--- config.mk ---
export PLATFORM = sky130hd
export DESIGN_NAME = n2r_matmul_sched
export DESIGN_NICKNAME = d
export VERILOG_FILES = /design/src/rtl/n2r_sched_pkg.sv /design/src/rtl/sched_counter.sv /design/src/rtl/n2r_matmul_sched.sv
export SDC_FILE = /design/constraint.sdc
export NUM_CORES = 1
export LEC_CHECK = 0
export BUFFER_PORTS_ARGS = -buffer_cell sky130_fd_sc_hd__buf_2
export CAP_MARGIN = 20
export CORE_AREA = 2 2 39 41
export CTS_BUF_LIST = sky130_fd_sc_hd__clkbuf_4 sky130_fd_sc_hd__clkbuf_8
export DETAILED_ROUTE_END_ITERATION = 10
export DIE_AREA = 0 0 41 43
export PLACE_DENSITY = 0.86
export SLEW_MARGIN = 25
export SYNTH_ARGS = -nofsm -noshare
export SYNTH_HDL_FRONTEND = slang
export SYNTH_SLANG_ARGS = --single-unit
--- constraint.sdc ---
create_clock -name clk -period 2.6 [get_ports clk]
set_input_delay 0.26 -clock clk [delete_from_list [all_inputs] [get_ports clk]]
set_output_delay 0.26 -clock clk [all_outputs]
set_load 0.02 [all_outputs]
--- src/rtl/n2r_sched_pkg.sv ---
// Shared state encoding and size helpers for the normal-to-ready matmul scheduler.
package n2r_sched_pkg;

  typedef enum logic [2:0] {
    S_IDLE       = 3'd0,
    S_FILL       = 3'd1,
    S_WAIT_SLICE = 3'd2,
    S_ISSUE      = 3'd3,
    S_DONE       = 3'd4
  } sched_state_t;

  function automatic int unsigned calc_chunks(input int unsigned col, input int unsigned bs);
    return col / bs;
  endfunction

  function automatic int unsigned calc_slices(input int unsigned row, input int unsigned bs,
                                              input int unsigned cores);
    return row / (bs * cores);
  endfunction

  // Counters never collapse to zero width, even for a single-entry range.
  function automatic int unsigned cnt_width(input int unsigned n);
    return (n <= 1) ? 1 : $clog2(n);
  endfunction

endpackage

--- src/rtl/sched_counter.sv ---
// Wrap-at-limit counter with synchronous clear (priority) and increment.
module sched_counter #(
  parameter int unsigned LIMIT = 2,
  parameter int unsigned W     = 1
) (
  input  logic         clk,
  input  logic         rst,
  input  logic         clr,
  input  logic         inc,
  output logic [W-1:0] cnt,
  output logic         term
);

  localparam logic [W-1:0] LAST = W'(LIMIT - 1);

  assign term = (cnt == LAST);

  always_ff @(posedge clk or posedge rst) begin
    if (rst) begin
      cnt <= '0;
    end else if (clr) begin
      cnt <= '0;
    end else if (inc) begin
      cnt <= term ? '0 : cnt + 1'b1;
    end
  end

endmodule

--- src/rtl/n2r_matmul_sched.sv ---
// Sequences row fill, per-slice buffer hand-off and chunk issue to the matmul core array.
module n2r_matmul_sched
  import n2r_sched_pkg::*;
#(
  parameter int unsigned ROW        = 8,
  parameter int unsigned COL        = 8,
  parameter int unsigned BLOCK_SIZE = 2,
  parameter int unsigned NUM_CORES  = 2,
  localparam int unsigned CHUNKS    = calc_chunks(COL, BLOCK_SIZE),
  localparam int unsigned SLICES    = calc_slices(ROW, BLOCK_SIZE, NUM_CORES),
  localparam int unsigned RW        = cnt_width(ROW),
  localparam int unsigned CW        = cnt_width(CHUNKS),
  localparam int unsigned SW        = cnt_width(SLICES)
) (
  input  logic          clk,
  input  logic          rst,
  input  logic          start,
  input  logic          abort,
  input  logic          row_valid,
  output logic          row_ready,
  output logic          buf_en,
  input  logic          buf_output_ready,
  input  logic          buf_slice_done,
  input  logic          buf_buffer_done,
  output logic          core_valid,
  input  logic          core_ready,
  output logic [CW-1:0] core_chunk_idx,
  output logic [SW-1:0] core_slice_idx,
  output logic          core_last,
  output logic          busy,
  output logic          done,
  output logic          err
);

  sched_state_t  state;
  logic [RW-1:0] row_cnt;
  logic [CW-1:0] chunk_cnt;
  logic [SW-1:0] slice_cnt;
  logic          row_term, chunk_term, slice_term;

  logic start_hit, abort_hit, cnt_clr;
  logic row_hs, chunk_hs;
  logic row_inc, chunk_inc, chunk_clr, slice_inc;
  logic err_set;

  always_comb begin
    start_hit = start & (state == S_IDLE);
    abort_hit = abort & (state != S_IDLE);
    cnt_clr   = start_hit | abort_hit;
    row_hs    = (state == S_FILL) & row_valid;
    chunk_hs  = (state == S_ISSUE) & core_ready;
    row_inc   = row_hs;
    chunk_inc = chunk_hs;
    chunk_clr = cnt_clr | (state == S_WAIT_SLICE);
    // Slice index holds at its last value through DONE so a late buffer_done is not flagged.
    slice_inc = chunk_hs & chunk_term & ~slice_term;
    err_set   = (state != S_IDLE) &
                (((state == S_ISSUE) & buf_slice_done & ~chunk_term) |
                 (buf_buffer_done & ~slice_term));
  end

  sched_counter #(.LIMIT(ROW), .W(RW)) u_row_cnt (
    .clk (clk),
    .rst (rst),
    .clr (cnt_clr),
    .inc (row_inc),
    .cnt (row_cnt),
    .term(row_term)
  );

  sched_counter #(.LIMIT(CHUNKS), .W(CW)) u_chunk_cnt (
    .clk (clk),
    .rst (rst),
    .clr (chunk_clr),
    .inc (chunk_inc),
    .cnt (chunk_cnt),
    .term(chunk_term)
  );

  sched_counter #(.LIMIT(SLICES), .W(SW)) u_slice_cnt (
    .clk (clk),
    .rst (rst),
    .clr (cnt_clr),
    .inc (slice_inc),
    .cnt (slice_cnt),
    .term(slice_term)
  );

  always_ff @(posedge clk or posedge rst) begin
    if (rst) begin
      state <= S_IDLE;
      err   <= 1'b0;
    end else begin
      if (start_hit) begin
        err <= 1'b0;
      end else if (err_set) begin
        err <= 1'b1;
      end

      if (abort_hit) begin
        state <= S_IDLE;
      end else begin
        unique case (state)
          S_IDLE:       if (start) state <= S_FILL;
          S_FILL:       if (row_hs && row_term) state <= S_WAIT_SLICE;
          S_WAIT_SLICE: if (buf_output_ready) state <= S_ISSUE;
          S_ISSUE: begin
            if (chunk_hs && chunk_term) begin
              state <= slice_term ? S_DONE : S_WAIT_SLICE;
            end
          end
          S_DONE:       state <= S_IDLE;
          default:      state <= S_IDLE;
        endcase
      end
    end
  end

  assign row_ready      = (state == S_FILL);
  assign buf_en         = (state == S_FILL) | (state == S_WAIT_SLICE) | (state == S_ISSUE);
  assign core_valid     = (state == S_ISSUE);
  assign core_chunk_idx = chunk_cnt;
  assign core_slice_idx = slice_cnt;
  assign core_last      = core_valid & chunk_term & slice_term;
  assign busy           = (state != S_IDLE);
  assign done           = (state == S_DONE);

endmodule
After elaboration in Yosys (flattened, before gate mapping)

Index checks and enable logic that the tools add are counted.

Flip-flop bits (word level): 10
Bits of input ports: 9
Output and inout bits: 10
Word-level logic and storage cells: 64

Add/sub/neg operators: 3
Eq/ne operators: 10
Muxes and demuxes: 18
Bitwise logic cells: 19
Reduce and logical (&&, ||, !) cells: 9

Operator list:

| cell                                                                  | number |
|---|---|
| 3-bit two-way mux                                                     | 9 |
| 1-bit AND                                                             | 12 |
| 3-bit one-hot mux with 4 select lines                                 | 1 |
| 2-bit nonzero test                                                    | 4 |
| 3-bit by 2-bit equality test with 1-bit output, second input constant | 2 |
| 3-bit equality test, second input constant                            | 2 |
| 2-bit two-way mux                                                     | 3 |
| 3-bit by 1-bit != test with 1-bit output, second input constant       | 2 |
| 3-bit != test, second input constant                                  | 2 |
| 1-bit two-way mux                                                     | 5 |
| 1-bit bitwise OR                                                      | 5 |
| 4-bit AND reduction                                                   | 1 |
| 3-bit by 1-bit adder with 3-bit output, second input constant         | 1 |
| 3-bit by 1-bit equality test with 1-bit output, second input constant | 1 |
| 3-bit zero test                                                       | 1 |
| 3-bit nonzero test                                                    | 1 |
| 2-bit by 1-bit adder with 2-bit output, second input constant         | 1 |
| 2-bit equality test, second input constant                            | 1 |
| 1-bit logical AND                                                     | 2 |
| 1-bit inverter                                                        | 2 |
| 1-bit adder, second input constant                                    | 1 |

Depth between registers and ports, before layout

Gate-level depths: netlist of the first run.

Depth after elaboration: 7
Depth in mapped cells: 6
Depth with buffers taken out: 6

Modules after synthesis

From an unflattened synthesis of the first run, not the netlist that was laid out.

Cells, all modules: 70
Area, all modules: 649.4 um^2

By module, submodules not included:

| module                       | times used | cells each | area an instance (um^2) | seq. area each (um^2) |
|---|---|---|---|---|
| n2r_matmul_sched             | 1          | 43         | 341.6                   | 100.1 |
| sched_counter at u_row_cnt   | 1          | 13         | 155.1                   | 75.1 |
| sched_counter at u_chunk_cnt | 1          | 9          | 103.8                   | 50.0 |
| sched_counter at u_slice_cnt | 1          | 5          | 48.8                    | 25.0 |

Worst setup path before layout of the first run

OpenSTA, ideal clock, no wires.

Path kind: register -> register
Start point: register state[2]
End point: register u_row_cnt.cnt[0]
Library setup time: 134 ps
Arrival: 1581 ps
Data required time: 2466 ps
Slack: 885 ps
Cell stages (with the launch flop): 6
Path buffers: 1
Clock period less this slack: 1715 ps
Cells stage by stage: dfrtp_1 -> buf_6 -> nor3b_1 -> and2_1 -> mux2i_1 -> nor2_1

Elaborated cells between the ends (all ways): 9
Those cells by class: eq/ne (1); mux (1); bitwise (4); reduce/logical (3)

RTL lines:

| element                                        | line                    | text |
|---|---|---|
| start, declared                                | n2r_matmul_sched.sv:35  | `sched_state_t state;` |
| start signal, assigned                         | n2r_matmul_sched.sv:109 | `state <= slice_term ? S_DONE : S_WAIT_SLICE;` |
| 3-bit by 1-bit equality test with 1-bit output | --                      |  |
| named net row_ready                            | n2r_matmul_sched.sv:20  | `output logic row_ready,` |
| 1-bit AND                                      | n2r_matmul_sched.sv:50  | `row_hs = (state == S_FILL) & row_valid;` |
| 2-bit nonzero test (no line)                   | --                      |  |
| end signal, assigned                           | sched_counter.sv:24     | `cnt <= term ? '0 : cnt + 1'b1;` |
| end, declared                                  | sched_counter.sv:10     | `output logic [W-1:0] cnt,` |

The timed path passes the listed nets, and every way through them passes these cells.
A chain may end at the register's enable or synchronous reset.

Final worst setup path of the first run

Start point: register state[2]
End point: output core_last

Longest elaborated chain between the ends: 3

RTL lines:

| element                                        | line                    | text |
|---|---|---|
| 3-bit by 2-bit equality test with 1-bit output | n2r_matmul_sched.sv:121 | `assign core_valid = (state == S_ISSUE);` |
| 1-bit AND (2 in series)                        | n2r_matmul_sched.sv:124 | `assign core_last = core_valid & chunk_term & slice_term;` |
| end, declared                                  | n2r_matmul_sched.sv:29  | `output logic core_last,` |

Every way passes these cells.

==> results.sh, run 1 <==
export IMPL_cts_buffer_depth=2
export IMPL_core_area_mm2=0.00138
export IMPL_portBuffers=18
export IMPL_cp_slowest_cell="dfrtp_1"
export IMPL_clk_latency_ns=0.27
export IMPL_seq_power_share=0.329
export IMPL_synth_edf_count=0
export IMPL_final_nets=102
export IMPL_yosysMostFrequentCell="dfrtp_1"
export IMPL_htree_levels=1
export IMPL_synth_compound_area_frac=0.158
export IMPL_cp_max_fo=9
export IMPL_relSlewSlack=0.685
export IMPL_ys_seq_area_frac=0.385
export IMPL_crit_type="flop to output pin"
export IMPL_timing_fmax_ghz=0.560
export IMPL_async_flop_share=1.00
export IMPL_maxCapViolCount=0
export IMPL_grt_start_max_net_pins=11
export IMPL_netlist_area_leader_share=0.385
export IMPL_cts_setup_buffers=0
export IMPL_worst_path_buf_inv=1
export IMPL_synth_xor_area_frac=0
export IMPL_post_dp_hpwl_mm=1.08
export IMPL_synth_simple_gate_area_frac=0.263
export IMPL_first_global_vias=532
export IMPL_maxSlewViolCount=0
export IMPL_startpoint="state[2]$_DFFE_PP0P_"
export IMPL_ys_ff_latch=10
export IMPL_diodes=0
export IMPL_cts_root_buf="clkbuf_4"
export IMPL_cts_resized=0
export IMPL_ff_latch_area_um2=250
export IMPL_status="finished, final reports clean"
export IMPL_min_to="u_slice_cnt.cnt$_DFFE_PP0P_"
export IMPL_drt_initial_drc_count=16
export IMPL_ir_worst_vdd_mv=0.377
export IMPL_yosysTopAreaCell="dfrtp_1"
export IMPL_grt_usage=0.185
export IMPL_cts_buffers=3
export IMPL_max_stage_delay_ns=0.47
export IMPL_r2r_slack_ns=0.98
export IMPL_grt_pass1_wl_mm=2.24
export IMPL_antenna_found_initial=0
export IMPL_synthAdderAreaFrac=0.0577
export IMPL_synth_warnings=0
export IMPL_period_share=0.687
export IMPL_rows=14
export IMPL_cp_arrival_ns=1.53
export IMPL_p_leak_uw=0.000381
export IMPL_place_congestion=0.718
export IMPL_path_cells="and3b_1, and3_1, buf_2"
export IMPL_cts_sinks=10
export IMPL_grt_overflow=0
export IMPL_synth_top_family_by_area="simple AND/OR/NAND/NOR gates"
export IMPL_synth_cell_types=31
export IMPL_switching_share=0.444
export IMPL_intPower_uw=414
export IMPL_hp_start="core_ready"
export IMPL_period_needed_ns=1.79
export IMPL_vias=580
export IMPL_hold_buffers=1
export IMPL_pwr_share_clk=0.195
export IMPL_rsz0062_at_grt="false"
export IMPL_wirelength_mm=1.38
export IMPL_cp_top_family="simple AND/OR/NAND/NOR gates"
export IMPL_synth_commonest_cells="10 x dfrtp_1, 7 x nand2_1, 6 x inv_1, 6 x nor2_1, 4 x a21oi_1"
export IMPL_synth_area_um2=651
export IMPL_preCtsSetupSlack_ns=0.989
export IMPL_cts_tree="yes"
export IMPL_dieArea_mm2=0.00176
export IMPL_avgRoutedWirePerCell_um=13.1
export IMPL_num_io_pins=19
export IMPL_finalWorstSetupSlack_ns=0.814
export IMPL_setup_viol=0
export IMPL_reg2reg_from="u_chunk_cnt.cnt[0]$_DFFE_PP0P_"
export IMPL_netlist_instances=70
export IMPL_p_per_area_mw_per_mm2=963
export IMPL_fill_cells=127
export IMPL_die_height_um=43
export IMPL_die_x_um=41
export IMPL_drive_gt1_frac=0.315
export IMPL_clkTransAtPathRegs_ns=0.07
export IMPL_worst_pin_slew_ns=0.468
export IMPL_cp_required_ns=2.34
export IMPL_min_path_type="input port to flop"
export IMPL_synthMuxAreaShare=0.0481
export IMPL_ant_nets=0
export IMPL_syn_nets=82
export IMPL_hold_viol_final=0
export IMPL_multi_input_area_um2=343
export IMPL_hold_depth=3
export IMPL_synth_area_leaders="dfrtp_1 38%, ha_1 5.8%, nand2_1 4.0%"
export IMPL_timing_rr_end="state[0]$_DFFE_PP0P_"
export IMPL_fin_skew_ns=0.00110
export IMPL_reg2reg_depth=5
export IMPL_drc=0
export IMPL_critPathLaunchType="flop"
export IMPL_syn_avg_cell_area_um2=9.29
export IMPL_power_switching_uw=330
export IMPL_finalSetupTns_ns=0
export IMPL_first_pass_iters=4
export IMPL_end_kind="output pin"
export IMPL_combPwrFrac=0.475
export IMPL_viasPerCell=5.52
export IMPL_syn_to_final_growth_pct=18.7
export IMPL_ys_flop_type="dfrtp_1"
export IMPL_start_util=0.470
kinds of logic (layout without fill, tap and decap cells):
kind of cell               after synthesis  in the layout
and+or+nand+nor                         30             30
buffers and inverters                   10             29
DFF                                     10             10
AOI/OAI and AO/OA                       14             14
adders and majority gates                3              3
muxes                                    3              3
power by group through the flow:
stage	registers [uW]	logic, uW	clock network (uW)
3_5_place_dp	247	353	0
6_report	245	354	145
3_3_place_gp	243	339	0
2_1_floorplan	220	305	0
4_1_cts	244	354	145
5_1_grt	251	391	152
metal layers:
metal | GRT usage | vias to the layer above | wire length [um]
li1 | - | 286 | -
met5 | 0 | - | 0
met1 | 0.227 | 275 | 624
met3 | 0.0157 | 4 | 54
met2 | 0.300 | 15 | 664
met4 | 0.100 | 0 | 33
stage by stage:
step | utilization | instances | instance area (um2) | total power (uW) | hold WS [ns]
2_1_floorplan | - | 70 | 651 | 525 | 0.100
3_3_place_gp | 0.524 | 100 | 726 | 582 | 0.250
3_5_place_dp | 0.524 | 100 | 726 | 600 | 0.257
4_1_cts | 0.558 | 105 | 772 | 744 | 0.272
5_1_grt | 0.558 | 105 | 772 | 794 | 0.289
6_report | 0.558 | 105 | 772 | 744 | 0.273
flip-flops by register name, indices dropped and copies added (netlist names):
signal           flops
err                  1
u_chunk_cnt.cnt      2
u_slice_cnt.cnt      1
state                3
u_row_cnt.cnt        3
cells in the final DEF, fill, tap and decap left out:
| cell type | count |
|---|---|
| nor3_2 | 1 |
| a31oi_1 | 1 |
| nand2_1 | 7 |
| nand3_1 | 3 |
| clkbuf_8 | 1 |
| ha_1 | 3 |
| and3_1 | 1 |
| nor4b_2 | 1 |
| nand2_2 | 1 |
| inv_1 | 6 |
| nor2_1 | 6 |
| or3_1 | 1 |
| nor3b_1 | 2 |
| o21ai_0 | 2 |
| a21oi_2 | 1 |
| o22a_1 | 1 |
| mux2_1 | 1 |
| mux2i_1 | 2 |
| dlygate4sd3_1 | 1 |
| nand3b_1 | 2 |
| a21oi_1 | 4 |
| o221ai_2 | 1 |
| and3b_1 | 1 |
| a211oi_1 | 1 |
| clkbuf_4 | 3 |
| and2_1 | 2 |
| dfrtp_1 | 10 |
| buf_2 | 18 |
| a32oi_1 | 1 |
| or2_2 | 1 |
| o221ai_1 | 2 |
| nand2b_1 | 1 |
worst max path at each step:
stage,end,slack [ns],depth (start not counted)
after CTS,core_last,0.83,3
after global placement,state[0]$_DFFE_PP0P_,1.06,6
after detailed placement,state[0]$_DFFE_PP0P_,0.99,6
after floorplan,u_row_cnt.cnt[0]$_DFFE_PP0P_,0.88,5
after global routing,core_last,0.71,3
final,core_last,0.81,3
layout make-up:
class,count,area share
flip-flops and latches,10,0.324
inverters,6,0.0292
multi-input cells,50,0.444
repair buffers,19,0.130
well taps,16,0.0259
clock buffers,4,0.0470
worst reg2reg max path, stage by stage (launching register included):
cell      delay [ns]
dfrtp_1         0.41
ha_1            0.27
a21oi_1         0.27
nand2_1         0.13
o221ai_2        0.09
mux2_1          0.34
Note: power is estimated with default switching activity, not from simulation.
==> run 2: changes to the inputs <==
Settings changed: CORE_AREA 2 2 39 41 to default, CORE_MARGIN from default to 2, CORE_UTILIZATION from default to 47, DIE_AREA 0 0 41 43 to default.
Clock period 2.6 ns to 1.5 ns, I/O delays scaled along.
==> results.sh, run 2 (synthesis results as in run 1) <==
export IMPL_htree_levels=1
export IMPL_setup_viol=0
export IMPL_antenna_found_initial=0
export IMPL_hold_viol_final=0
export IMPL_ant_nets=0
export IMPL_cts_buffers=3
export IMPL_final_common_cell="buf_2"
export IMPL_cts_root_buf="clkbuf_4"
export IMPL_maxSlewViolCount=0
export IMPL_end_kind="flop"
export IMPL_drt_initial_drc_count=25
export IMPL_critPathLaunchType="flop"
export IMPL_grt_usage=0.236
export IMPL_ir_worst_vdd_mv=1.02
export IMPL_fin_util=0.758
export IMPL_place_inst=107
export IMPL_cp_required_ns=1.65
export IMPL_rows=13
export IMPL_cp_max_fo=2
export IMPL_preCtsSetupSlack_ns=-0.0616
export IMPL_relSlewSlack=0.731
export IMPL_p_per_area_mw_per_mm2=1660
export IMPL_finalSetupTns_ns=0
export IMPL_viasPerCell=5.46
export IMPL_crit_type="flop to flop"
export IMPL_timing_fmax_ghz=0.670
export IMPL_start_util=0.500
export IMPL_first_pass_iters=4
export IMPL_finalWorstSetupSlack_ns=0.00772
export IMPL_hold_worst_slack_ns=0.184
export IMPL_final_cell_mix="17 x buf_2, 15 x buf_4, 7 x dfrtp_1"
export IMPL_cp_slowest_cell="dfrtp_1"
export IMPL_period_needed_ns=1.49
export IMPL_final_cells=120
export IMPL_die_x_um=41.2
export IMPL_clk_latency_ns=0.26
export IMPL_place_congestion=0.741
export IMPL_cts_sinks=10
export IMPL_core_area_mm2=0.00130
export IMPL_cts_tree="yes"
export IMPL_diodes=0
export IMPL_final_nets=118
export IMPL_drc=0
export IMPL_die_height_um=41.2
export IMPL_cp_arrival_ns=1.64
export IMPL_dieArea_mm2=0.00170
export IMPL_fill_cells=105
export IMPL_cts_buffer_depth=2
export IMPL_min_path_type="input port to flop"
export IMPL_path_cells="ha_2, ha_4, nand2_4, a31oi_4, o221ai_2, mux2_4"
export IMPL_period_share=0.995
export IMPL_grt_pass1_wl_mm=2.50
export IMPL_max_stage_delay_ns=0.39
export IMPL_p_leak_uw=0.000474
export IMPL_worst_pin_slew_ns=0.399
export IMPL_portBuffers=18
export IMPL_top_regs="state x3, u_row_cnt.cnt x3, u_chunk_cnt.cnt x2"
export IMPL_wirelength_mm=1.74
export IMPL_first_global_vias=589
export IMPL_post_dp_hpwl_mm=1.17
export IMPL_drive_gt1_frac=0.571
export IMPL_clkTransAtPathRegs_ns=0.07
export IMPL_maxCapViolCount=0
export IMPL_num_io_pins=19
export IMPL_grt_overflow=0
export IMPL_rsz0062_at_grt="true"
export IMPL_grt_start_max_net_pins=11
export IMPL_vias=655
export IMPL_syn_to_final_growth_pct=51.5
export IMPL_avgRoutedWirePerCell_um=14.5
export IMPL_status="finished, final reports clean"
export IMPL_fin_skew_ns=0.00540
[run 2: cell count changes in the layout (fill, tap and decap cells not counted), moves of 3 or more]
cell / change
buf_4: +15
dfrtp_1: -3
dfrtp_2: +3
ha_1: -3
[run 2: through the flow]
step                      total power, uW  cell area, um2
after floorplan                       923             659
after global placement               1120             793
after detailed placement             1150             793
after CTS                            1570             970
after global routing                 1750             986
final                                1630             986
[run 2: worst paths after layout]
| path | startpoint | endpoint | slack [ns] | cells past startpoint |
|---|---|---|---|---|
| setup / recovery | u_row_cnt.cnt[0]$_DFFE_PP0P_ | state[0]$_DFFE_PP0P_ | 0.008 | 6 |
| hold / removal | core_ready | u_chunk_cnt.cnt[1]$_DFFE_PP0P_ | 0.18 | 3 |
| setup reg to reg | u_row_cnt.cnt[0]$_DFFE_PP0P_ | state[0]$_DFFE_PP0P_ | 0.008 | 6 |
| hold reg to reg | err$_DFFE_PP0P_ | err$_DFFE_PP0P_ | 0.49 | 2 |
| max in group asynchronous | rst | state[2]$_DFFE_PP0P_ | 0.82 | 3 |
| min in group asynchronous | rst | u_row_cnt.cnt[0]$_DFFE_PP0P_ | 0.39 | 3 |
[run 2: critical path: cells and delay by family (launching register included)]
| family | cells | cell delay [ns] |
|---|---|---|
| muxes | 1 | 0.31 |
| adders and majority gates | 2 | 0.36 |
| AOI/OAI and AO/OA | 2 | 0.26 |
| and+or+nand+nor | 1 | 0.06 |
| DFF | 1 | 0.39 |
[run 2: power by group]
| group | switching [uW] | internal (uW) | leakage, uW |
|---|---|---|---|
| Clock | 90.6 | 147 | 0.0000210 |
| Sequential | 43.0 | 338 | 0.000128 |
| Combinational | 541 | 474 | 0.000324 |
[run 2: cell type report]
| cell class | instances | area [um2] | share of cell area |
|---|---|---|---|
| well taps | 15 | 18.8 | 0.0190 |
| clock buffers | 4 | 36.3 | 0.0368 |
| multi-input cells | 50 | 415 | 0.421 |
| inverters | 6 | 22.5 | 0.0228 |
| flip-flops and latches | 10 | 254 | 0.258 |
| repair buffers | 35 | 239 | 0.242 |
[run 2: what timing repair did]
item / 4_1_cts / 5_1_grt
endpoints found under the setup margin: 4 / 6
buffers inserted: 8 / 1
pin swaps: 5 / 3
hold endpoints to repair: 10 / 0
gates cloned: 0 / 0
hold buffers: 1 / 0
gates resized for setup: 15 / 4
[run 2: layer usage]
metal  share of wire  up-vias  GRT usage
met5               0        -          0
met4          0.0057        0     0.0968
met3           0.064        2     0.0326
met2            0.52       28      0.438
met1            0.41      310      0.267
li1                -      315          -
